===== src/rtl/dut_irq_arbiter.sv =====
// Interrupt arbiter for the timer: latches counter events into RIS, masks with IM,
// and locks the highest-priority pending source (round-robin on ties) into IIR/irq.
module dut_irq_arbiter #(
    parameter int NUM_SRC    = 3,
    parameter int PRIO_W     = 2,
    parameter int ID_W       = 2,
    parameter int GAP_CYCLES = 1
) (
    input  logic                      ACLK,
    input  logic                      ARESETn,
    input  logic [NUM_SRC-1:0]        evt_i,
    input  logic [NUM_SRC-1:0]        im_i,
    input  logic [NUM_SRC*PRIO_W-1:0] prio_i,
    input  logic [NUM_SRC-1:0]        ris_clr_i,
    input  logic                      iir_ack_i,
    output logic [NUM_SRC-1:0]        ris_o,
    output logic [NUM_SRC-1:0]        mis_o,
    output logic [ID_W-1:0]           iir_id_o,
    output logic                      irq_o
);

    localparam int SRC_W = (NUM_SRC > 1) ? $clog2(NUM_SRC) : 1;
    localparam int GAP_W = (GAP_CYCLES > 1) ? $clog2(GAP_CYCLES) : 1;
    localparam logic [SRC_W:0]   NUM_SRC_X = (SRC_W+1)'(NUM_SRC);
    localparam logic [SRC_W-1:0] LAST_SRC  = SRC_W'(NUM_SRC - 1);
    localparam logic [GAP_W-1:0] GAP_LAST  = GAP_W'(GAP_CYCLES - 1);

    typedef enum logic [1:0] {
        ST_IDLE   = 2'd0,
        ST_LOCKED = 2'd1,
        ST_GAP    = 2'd2
    } state_t;

    state_t             state_q,    state_d;
    logic [NUM_SRC-1:0] ris_q,      ris_d;
    logic [ID_W-1:0]    iir_id_q,   iir_id_d;
    logic               irq_q,      irq_d;
    logic [SRC_W-1:0]   rr_ptr_q,   rr_ptr_d;
    logic [SRC_W-1:0]   lock_src_q, lock_src_d;
    logic [GAP_W-1:0]   gap_cnt_q,  gap_cnt_d;

    logic [PRIO_W-1:0]  prio_arr [NUM_SRC];
    logic [NUM_SRC-1:0] ack_clr;
    logic [NUM_SRC-1:0] mis;
    logic               ack_hit;
    logic               win_found;
    logic [SRC_W-1:0]   win_src;
    logic [PRIO_W-1:0]  win_prio;

    assign mis     = ris_q & im_i;
    assign ack_hit = (state_q == ST_LOCKED) && iir_ack_i;

    for (genvar gi = 0; gi < NUM_SRC; gi++) begin : g_src
        assign prio_arr[gi] = prio_i[gi*PRIO_W +: PRIO_W];
        assign ack_clr[gi]  = ack_hit && (lock_src_q == SRC_W'(gi));
    end

    // Scan from rr_ptr upward; strict '>' keeps the first-seen source on a tie.
    always_comb begin
        logic [SRC_W:0]   sum;
        logic [SRC_W-1:0] idx;
        win_found = 1'b0;
        win_src   = '0;
        win_prio  = '0;
        for (int i = 0; i < NUM_SRC; i++) begin
            sum = {1'b0, rr_ptr_q} + (SRC_W+1)'(i);
            if (sum >= NUM_SRC_X) begin
                sum = sum - NUM_SRC_X;
            end
            idx = sum[SRC_W-1:0];
            if (mis[idx] && (!win_found || (prio_arr[idx] > win_prio))) begin
                win_found = 1'b1;
                win_src   = idx;
                win_prio  = prio_arr[idx];
            end
        end
    end

    always_comb begin
        state_d    = state_q;
        iir_id_d   = iir_id_q;
        irq_d      = irq_q;
        rr_ptr_d   = rr_ptr_q;
        lock_src_d = lock_src_q;
        gap_cnt_d  = gap_cnt_q;
        // An event in the same cycle as a clear or an ack always wins.
        ris_d      = (ris_q & ~(ris_clr_i | ack_clr)) | evt_i;

        case (state_q)
            ST_IDLE: begin
                if (win_found) begin
                    state_d    = ST_LOCKED;
                    lock_src_d = win_src;
                    iir_id_d   = ID_W'(win_src) + ID_W'(1);
                    irq_d      = 1'b1;
                end
            end
            ST_LOCKED: begin
                if (iir_ack_i) begin
                    state_d   = ST_GAP;
                    rr_ptr_d  = (lock_src_q == LAST_SRC) ? '0 : lock_src_q + SRC_W'(1);
                    iir_id_d  = '0;
                    irq_d     = 1'b0;
                    gap_cnt_d = '0;
                end else if (!mis[lock_src_q]) begin
                    state_d   = ST_GAP;
                    iir_id_d  = '0;
                    irq_d     = 1'b0;
                    gap_cnt_d = '0;
                end
            end
            ST_GAP: begin
                if (gap_cnt_q == GAP_LAST) begin
                    state_d   = ST_IDLE;
                    gap_cnt_d = '0;
                end else begin
                    gap_cnt_d = gap_cnt_q + GAP_W'(1);
                end
            end
            default: begin
                state_d  = ST_IDLE;
                iir_id_d = '0;
                irq_d    = 1'b0;
            end
        endcase
    end

    always_ff @(posedge ACLK or negedge ARESETn) begin
        if (!ARESETn) begin
            state_q    <= ST_IDLE;
            ris_q      <= '0;
            iir_id_q   <= '0;
            irq_q      <= 1'b0;
            rr_ptr_q   <= '0;
            lock_src_q <= '0;
            gap_cnt_q  <= '0;
        end else begin
            state_q    <= state_d;
            ris_q      <= ris_d;
            iir_id_q   <= iir_id_d;
            irq_q      <= irq_d;
            rr_ptr_q   <= rr_ptr_d;
            lock_src_q <= lock_src_d;
            gap_cnt_q  <= gap_cnt_d;
        end
    end

    assign ris_o    = ris_q;
    assign mis_o    = mis;
    assign iir_id_o = iir_id_q;
    assign irq_o    = irq_q;

endmodule

===== config.mk =====
export PLATFORM = sky130hd
export DESIGN_NAME = dut_irq_arbiter
export DESIGN_NICKNAME = d
export VERILOG_FILES = /design/src/rtl/dut_irq_arbiter.sv
export SDC_FILE = /design/constraint.sdc
export NUM_CORES = 1
export LEC_CHECK = 0
export BUFFER_PORTS_ARGS = -buffer_cell sky130_fd_sc_hd__buf_2
export CAP_MARGIN = 40
export CORE_AREA = 2 2 58 44
export DETAILED_ROUTE_END_ITERATION = 10
export DIE_AREA = 0 0 60 46
export PLACE_DENSITY_LB_ADDON = 0.1
export REMOVE_ABC_BUFFERS = 1
export SLEW_MARGIN = 10
export SYNTH_ARGS = -nofsm -noshare
export SYNTH_HDL_FRONTEND = slang
export SYNTH_SLANG_ARGS = --single-unit
export TNS_END_PERCENT = 5

===== constraint.sdc =====
create_clock -name ACLK -period 4.3 [get_ports ACLK]
set_input_delay 0.645 -clock ACLK [delete_from_list [all_inputs] [get_ports ACLK]]
set_output_delay 0.645 -clock ACLK [all_outputs]
set_load 0.1 [all_outputs]

==> results.json, run 1 <==
{
  "grt_max_degree": 14,
  "cts.clk_slew.worst_paths_ns": 0.08,
  "drtIter0Drc": 57,
  "routedWlPerCell_um": 13.61,
  "cts_hold_buf": 0,
  "path_max_fanout": 13,
  "overflow": 0,
  "irDropWorstVdd_uv": 324.0,
  "clk_latency_ns": 0.28,
  "drc": 0,
  "viasPerCell": 5.495,
  "htreeDepth": 1,
  "ctsLongestPathBuffers": 2,
  "start_util_pct": 46.56,
  "skew_ns": 0.008573,
  "clock-sinks": 12,
  "synth_area_um2": 1057,
  "gp_congestion": 0.8677,
  "rows": 15,
  "synth_area_leaders": "dfrtp_1, ha_1, a21oi_1",
  "port_buffers": 26,
  "p_per_area_nw_per_um2": 917.2,
  "setup_ws_ns": 0.3746,
  "ys_types": 39,
  "crit_start": "rr_ptr_q[1]",
  "final_max_slew_viol_count": 0,
  "setup_viol": 0,
  "period_needed_ns": 3.925,
  "fin_tns_setup_ns": 0,
  "die_x_um": 60,
  "finalCritPeriodShare_pct": 91.29,
  "grt_usage_pct": 20.35,
  "cts_resized": 0,
  "r2r_start": "rr_ptr_q[1]",
  "vias": 1033,
  "ant_nets": 0,
  "syn_inst": 127,
  "areaGrowthSynthToFinish_pct": 18.34,
  "die_h_um": 46,
  "p_total_mw": 1.148,
  "rsz0062_at_grt": "no",
  "yosysWarnings": 0,
  "final_cell_mix": "buf_2, nand2_1, a21oi_1",
  "cp-start-kind": "flop",
  "mostFrequentLayoutCell": "buf_2",
  "io_pins": 27,
  "ys_seq_elements": 12,
  "cts_buffers": 3,
  "seq_area_frac_synth_pct": 28.40,
  "grt_pass1_vias": 888,
  "endpoint_kind": "flop",
  "fmax_mhz": 254.8,
  "synth_top_cell_area_share_pct": 28.40,
  "postCtsSetupBuffers": 0,
  "hold_viol": 0,
  "grt_first_pass_wirelength_um": 4098,
  "coreArea_um2": 2271,
  "yosys.area.top_type": "dfrtp_1",
  "crit_required_ns": 4.48,
  "max_cap_violations": 0,
  "antenna_cells": 0,
  "worst_pin_slew_ns": 0.5872,
  "status": "complete, no violations",
  "p_leak_nw": 0.5989,
  "place.detailed.hpwl_um": 2045,
  "drive_gt1_share_pct": 27.92,
  "syn_area_per_cell_um2": 8.325,
  "r2r_setup_slack_ns": 0.37,
  "pre_cts_ws_ns": 0.4033,
  "dr.pass1.iters": 4,
  "critical_path_class": "reg2reg",
  "antenna_found_initial": 0,
  "ff2ff_path_depth": 16,
  "nNetsFinal": 180,
  "die-area_um2": 2760,
  "regToRegEndpoint": "iir_id_o[0]",
  "wirelength_um": 2559,
  "crit_arrival_ns": 4.10,
  "cts_tree": "yes",
  "clockRootBuffer": "clkbuf_4",
  "hold_path.class": "in2async",
  "relSlewSlack_pct": 60.79,
  "fill_cells": 213
}
-- metrics by stage --
| stage | utilization (%) | instances | hold slack, ns | instance area [um2] |
|---|---|---|---|---|
| finish | 55.10 | 188 | 0.2268 | 1251 |
| floorplan | - | 123 | 0.3494 | 1035 |
| global route | 55.10 | 188 | 0.2403 | 1251 |
| detailed placement | 53.50 | 184 | 0.4679 | 1215 |
| CTS | 55.10 | 188 | 0.2320 | 1251 |
| global placement | 53.50 | 184 | 0.4562 | 1215 |
-- cells by family after synthesis --
| group | count (synthesis) | share of synthesized area [%] |
|---|---|---|
| multiplexers | 7 | 6.864 |
| buffers and inverters | 14 | 5.681 |
| adder cells (fa/ha/maj) | 7 | 8.284 |
| AO/OA/AOI/OAI | 41 | 26.27 |
| flip-flops | 12 | 28.40 |
| AND/OR/NAND/NOR | 46 | 24.50 |
-- state kept, by name, indices dropped and copies added (netlist names) --
name,cells
irq_o,1
ris_o,3
rr_ptr_q,2
state_q,2
lock_src_q,2
iir_id_o,2
-- cells in the mapped netlist (all sizes together) --
library cell / number
mux2i: 5
a22oi: 1
ha: 7
nand3: 4
o21bai: 2
or3: 2
o31ai: 1
o21ai: 11
nand4b: 2
inv: 10
a211o: 1
nand2: 16
and2: 3
o311ai: 1
a22o: 1
a32o: 1
nor2b: 2
a31oi: 1
nor3: 1
a221oi: 1
a31o: 2
buf: 4
mux2: 2
and4bb: 1
o21a: 2
a21o: 2
dfrtp: 12
nand3b: 1
a21oi: 14
and4b: 1
nand2b: 3
nor2: 7
and2b: 2
or3b: 1
-- worst max path at each step --
| stage | endpoint | slack, ns | depth (start not counted) |
|---|---|---|---|
| floorplan | iir_id_o[0] | 0.02 | 15 |
| global placement | iir_id_o[0] | 0.53 | 16 |
| detailed placement | iir_id_o[0] | 0.40 | 16 |
| CTS | iir_id_o[0] | 0.40 | 16 |
| global route | iir_id_o[0] | 0.07 | 16 |
| finish | iir_id_o[0] | 0.37 | 16 |
-- power by group --
group          switching [mW]  internal, mW  total, mW
Sequential             0.0415         0.158      0.200
Clock                  0.0391        0.0515     0.0907
Combinational           0.543         0.314      0.857
Total                   0.624         0.524       1.15
-- critical path: stages, from the launching register on --
cell	delay, ns
dfrtp_1	0.40
inv_1	0.09
ha_1	0.46
and4bb_2	0.31
a211o_4	0.30
nand2_1	0.10
ha_1	0.25
nor2b_1	0.15
o21ai_0	0.28
nand2_1	0.12
a31oi_1	0.19
ha_1	0.26
a21oi_1	0.13
a21oi_1	0.06
o21bai_2	0.18
mux2_2	0.37
a22o_1	0.17
-- final cells by class --
cell class	instances	area [um2]	share of cell area (%)
Inverter	10	37.54	3.000
Multi-Input combinational cell	101	696.9	55.70
Tap cell	34	42.54	3.400
Sequential cell	12	300.3	24.00
Timing Repair Buffer	27	137.6	11.00
Clock buffer	4	36.28	2.900
-- metal layers --
metal | vias to the layer above | track usage (%) | share of wire [%]
li1 | 507 | - | -
met1 | 488 | 30.43 | 49
met2 | 36 | 28.70 | 45
met3 | 2 | 5.114 | 5.7
met4 | 0 | 5.333 | 0.70
met5 | - | 0 | 0
Note: power is estimated with default switching activity, not from simulation.
==> run 2: changes to the inputs <==
--- a/config.mk
+++ b/config.mk
@@ -7,9 +7,11 @@
 export LEC_CHECK = 0
 export BUFFER_PORTS_ARGS = -buffer_cell sky130_fd_sc_hd__buf_2
 export CAP_MARGIN = 40
-export CORE_AREA = 2 2 58 44
+export CELL_PAD_IN_SITES_DETAIL_PLACEMENT = 2
+export CELL_PAD_IN_SITES_GLOBAL_PLACEMENT = 2
+export CORE_AREA = 2 2 74 55
 export DETAILED_ROUTE_END_ITERATION = 10
-export DIE_AREA = 0 0 60 46
+export DIE_AREA = 0 0 76 57
 export PLACE_DENSITY_LB_ADDON = 0.1
 export REMOVE_ABC_BUFFERS = 1
 export SLEW_MARGIN = 10
==> run 2 against run 1 <==
Global-route usage is 4.2 points lower. Clock skew decreased by 0.0063 ns. Setup slack better by 0.094 ns. Via count is 0.19% higher. Sequential power is essentially flat. Sequential cell count unchanged. Wire length is 28% higher. Final cell count rose by 9.6%. Largest power group unchanged.
==> results.json, run 2 (synthesized netlist as in run 1, its figures left out) <==
{
  "port_buffers": 26,
  "nNetsFinal": 180,
  "gp_congestion": 0.8285,
  "die-area_um2": 4332,
  "grt_pass1_vias": 1113,
  "skew_ns": 0.002310,
  "critical_path_class": "reg2reg",
  "mostFrequentLayoutCell": "buf_2",
  "antenna_cells": 0,
  "ant_nets": 0,
  "drive_gt1_share_pct": 29.22,
  "comb_power_share_pct": 73.7,
  "cts_hold_buf": 0,
  "path_max_fanout": 13,
  "start_util_pct": 28.69,
  "final_cell_mix": "buf_2, nand2_1, a21oi_1",
  "crit_arrival_ns": 3.96,
  "fin_tns_setup_ns": 0,
  "p_leak_nw": 0.6038,
  "cp-start-kind": "flop",
  "irDropWorstVdd_uv": 378.1,
  "seqCellArea_um2": 300.3,
  "vias": 1035,
  "clk_latency_ns": 0.24,
  "endpoint_kind": "flop",
  "p_clk_share_pct": 9.8,
  "rows": 19,
  "viasPerCell": 5.024,
  "io_pins": 27,
  "period_needed_ns": 3.831,
  "rsz0062_at_grt": "no",
  "cts_tree": "yes",
  "worst_pin_slew_ns": 0.6285,
  "fmax_mhz": 261.0,
  "wirelength_um": 3282,
  "hold_viol": 0,
  "routedWlPerCell_um": 15.93,
  "swShare_pct": 54.54,
  "fill_cells": 444,
  "largest_reg_flops": 3,
  "stdcell_area_um2": 1297,
  "overflow": 0,
  "clock-sinks": 12,
  "dr.pass1.iters": 3,
  "ctsLongestPathBuffers": 2,
  "drc": 0,
  "multi_input_area_um2": 701.9,
  "coreArea_um2": 3685,
  "cts_buffers": 3,
  "p_total_mw": 1.234,
  "place_area_um2": 1237,
  "die_x_um": 76,
  "switchingPower_uw": 673.2,
  "crit_required_ns": 4.43,
  "p_int_uw": 561.2,
  "antenna_found_initial": 0,
  "drtIter0Drc": 23,
  "finalCritPeriodShare_pct": 89.09,
  "relSlewSlack_pct": 58.03,
  "fin_hold_ws_ns": 0.2817,
  "grt_first_pass_wirelength_um": 5575,
  "areaGrowthSynthToFinish_pct": 22.72,
  "p_per_area_nw_per_um2": 951.4,
  "max_cap_violations": 0,
  "status": "complete, no violations",
  "grt_max_degree": 14,
  "place.detailed.hpwl_um": 2750,
  "htreeDepth": 1,
  "power.share.sequential_pct": 16.5,
  "place_inst": 202,
  "setup_ws_ns": 0.4691,
  "setup_viol": 0,
  "clockRootBuffer": "clkbuf_8",
  "grt_usage_pct": 16.17,
  "final_max_slew_viol_count": 0,
  "final_util_pct": 35.21,
  "finalNonFillerCells": 206,
  "pre_cts_ws_ns": 0.2270,
  "die_h_um": 57,
  "cts.clk_slew.worst_paths_ns": 0.05,
  "hold_path.class": "in2async"
}
## run 2: path summary, 6_finish.rpt
path,start,endpoint,slack (ns),cells after the start
max,rr_ptr_q[1],iir_id_o[0],0.47,16
min,ARESETn,state_q[0],0.28,1
max reg2reg,rr_ptr_q[1],iir_id_o[0],0.47,16
min reg2reg,irq_o,irq_o,0.47,1
max in group asynchronous,ARESETn,ris_o[0],3.79,1
min in group ACLK,irq_o,irq_o,0.47,1
## run 2: cell type report
class / count / share of cell area [%]
clock buffers: 4 / 4.243
inverters: 10 / 2.893
multi-input cells: 101 / 54.10
flip-flops and latches: 12 / 23.14
well taps: 52 / 5.014
repair buffers: 27 / 10.61
## run 2: critical path: stages, from the launching register on
cell and delay, ns:
dfrtp_1 0.40, inv_1 0.10, ha_2 0.34, and4bb_2 0.30
a211o_4 0.31, nand2_1 0.11, ha_1 0.26, nor2b_1 0.16
o21ai_1 0.22, nand2_1 0.11, a31oi_1 0.21, ha_1 0.27
a21oi_1 0.13, a21oi_1 0.07, o21bai_2 0.19, mux2_2 0.37
a22o_1 0.17
## run 2: timing repair
item                                    CTS  global route
gates resized for setup                   0             3
setup buffers                             0             0
endpoints found under the setup margin    0             4
## run 2: per-layer routing
| metal | global-route usage [%] | share of wire, % | vias to the layer above |
|---|---|---|---|
| met1 | 22.56 | 51 | 513 |
| met2 | 27.68 | 46 | 16 |
| met5 | 0 | 0 | - |
| met4 | 1.299 | 0 | 0 |
| met3 | 3.006 | 2.8 | 0 |
| li1 | - | - | 506 |
## run 2: power by group through the flow
stage | combinational [mW] | sequential [mW] | clock (mW)
floorplan | 0.577 | 0.299 | 0
global placement | 0.866 | 0.203 | 0
detailed placement | 0.902 | 0.206 | 0
CTS | 0.909 | 0.204 | 0.125
global route | 1.03 | 0.213 | 0.133
finish | 0.910 | 0.203 | 0.121
==> run 3: changes to the inputs <==
--- a/config.mk
+++ b/config.mk
@@ -9,9 +9,9 @@
 export CAP_MARGIN = 40
 export CELL_PAD_IN_SITES_DETAIL_PLACEMENT = 2
 export CELL_PAD_IN_SITES_GLOBAL_PLACEMENT = 2
-export CORE_AREA = 2 2 74 55
+export CORE_AREA = 2 2 63 65
 export DETAILED_ROUTE_END_ITERATION = 10
-export DIE_AREA = 0 0 76 57
+export DIE_AREA = 0 0 65 67
 export PLACE_DENSITY_LB_ADDON = 0.1
 export REMOVE_ABC_BUFFERS = 1
 export SLEW_MARGIN = 10
==> run 3 against run 2 <==
Critical path depth stayed put. Via count is 0.19% lower. Sequential share of layout area is 0.090 points higher. Critical endpoint unchanged. Final area is 0.39% lower. Largest power group unchanged. Utilization is 0.63 points higher. First-iteration DRC count is 22% higher. Clock-buffer cell count stayed put.
==> results.json, run 3 (synthesized netlist as in run 1, its figures left out) <==
{
  "status": "complete, no violations",
  "die-area_um2": 4355,
  "period_needed_ns": 3.871,
  "grtUsageMet2_pct": 30.41,
  "ctsLongestPathBuffers": 2,
  "crit_required_ns": 4.43,
  "critical_path_class": "reg2reg",
  "gp_congestion": 0.7550,
  "wirelength_um": 3154,
  "fin_tns_setup_ns": 0,
  "r2r_setup_slack_ns": 0.43,
  "port_buffers": 26,
  "cts.clk_slew.worst_paths_ns": 0.06,
  "use_met1_pct": 18.95,
  "ant_nets": 0,
  "drc": 0,
  "dr.pass1.iters": 4,
  "coreArea_um2": 3606,
  "final_util_pct": 35.84,
  "drive_gt1_share_pct": 29.22,
  "largest_reg_flops": 3,
  "finalNonFillerCells": 202,
  "grt_pass1_vias": 1195,
  "die_x_um": 65,
  "place.detailed.hpwl_um": 2604,
  "drtIter0Drc": 28,
  "rows": 22,
  "clockRootBuffer": "clkbuf_8",
  "skew_ns": 0.0009833,
  "endpoint_kind": "flop",
  "io_pins": 27,
  "grt_max_degree": 14,
  "grt_usage_pct": 16.62,
  "fin_hold_ws_ns": 0.2782,
  "gr-max-usage-layer": "met2",
  "cts_tree": "yes",
  "nNetsFinal": 180,
  "rsz0062_at_grt": "no",
  "p_leak_nw": 0.6037,
  "finalCritPeriodShare_pct": 90.02,
  "fmax_mhz": 258.3,
  "crit_arrival_ns": 4.00,
  "overflow": 0,
  "htreeDepth": 1,
  "clock-sinks": 12,
  "grt_first_pass_wirelength_um": 5582,
  "hold_viol": 0,
  "path_max_fanout": 13,
  "start_util_pct": 29.32,
  "fill_cells": 428,
  "antenna_cells": 0,
  "irDropWorstVdd_uv": 355.3,
  "areaGrowthSynthToFinish_pct": 22.25,
  "viasPerCell": 5.114,
  "clk_latency_ns": 0.25,
  "die_h_um": 67,
  "final_max_slew_viol_count": 0,
  "cp-start-kind": "flop",
  "relSlewSlack_pct": 61.19,
  "hold_path.class": "in2async",
  "setup_viol": 0,
  "place_inst": 198,
  "p_total_mw": 1.208,
  "final_cell_mix": "buf_2, nand2_1, a21oi_1",
  "vias": 1033,
  "max_cap_violations": 0,
  "antenna_found_initial": 0,
  "cts_buffers": 3,
  "worst_pin_slew_ns": 0.5812,
  "use_met3_pct": 2.365,
  "mostFrequentLayoutCell": "buf_2",
  "p_per_area_nw_per_um2": 934.9,
  "routedWlPerCell_um": 15.61
}
[run 3: cell types whose count changed in the layout (fill, tap and decap cells not counted)]
| cell | delta |
|---|---|
| o21ai_1 | -1 |
| o21ai_0 | +1 |
[run 3: report_power, final]
| group | leakage, nW | switching, mW | internal [mW] |
|---|---|---|---|
| logic | 0.430 | 0.559 | 0.319 |
| registers | 0.145 | 0.0448 | 0.159 |
| clock network | 0.0288 | 0.0457 | 0.0811 |
| total | 0.604 | 0.650 | 0.559 |
[run 3: metal layers]
metal	up-vias	wire [um]	part of all wire [%]
met5	-	0	0
met4	0	93	2.9
met3	7	81	2.6
met2	19	1633	52
met1	501	1345	43
li1	506	-	-
[run 3: worst paths after layout]
| check | from | end | depth (start not counted) |
|---|---|---|---|
| max in group asynchronous | ARESETn | lock_src_q[0] | 1 |
| min in group ACLK | irq_o | irq_o | 1 |
| setup / recovery | rr_ptr_q[1] | iir_id_o[0] | 16 |
| hold / removal | ARESETn | state_q[0] | 1 |
| setup reg to reg | rr_ptr_q[1] | iir_id_o[0] | 16 |
| hold reg to reg | irq_o | irq_o | 1 |
[run 3: what timing repair did]
action,4_1_cts,5_1_grt
gates resized for setup,0,2
hold buffers,0,0
setup endpoints to repair,0,4
setup buffers,0,0
[run 3: critical path, stage by stage (launching register included)]
cell,delay [ns]
dfrtp_1,0.40
inv_1,0.09
ha_2,0.34
and4bb_2,0.29
a211o_4,0.30
nand2_1,0.10
ha_1,0.25
nor2b_1,0.15
o21ai_0,0.33
nand2_1,0.13
a31oi_1,0.18
ha_1,0.26
a21oi_1,0.13
a21oi_1,0.06
o21bai_2,0.19
mux2_2,0.37
a22o_1,0.18
[run 3: area by class of cell]
class | count | area (um2) | area share [%]
Clock buffer | 4 | 55.05 | 4.259
Inverter | 10 | 37.54 | 2.904
Multi-Input combinational cell | 101 | 701.9 | 54.31
Sequential cell | 12 | 300.3 | 23.23
Tap cell | 48 | 60.06 | 4.647
Timing Repair Buffer | 27 | 137.6 | 10.65
[run 3: per-stage QoR]
step           worst slack, ns  area [um2]
2_1_floorplan          0.02277        1035
3_3_place_gp            0.4549        1232
3_5_place_dp            0.2521        1232
4_1_cts                 0.2555        1287
5_1_grt                0.06620        1292
6_report                0.4290        1292
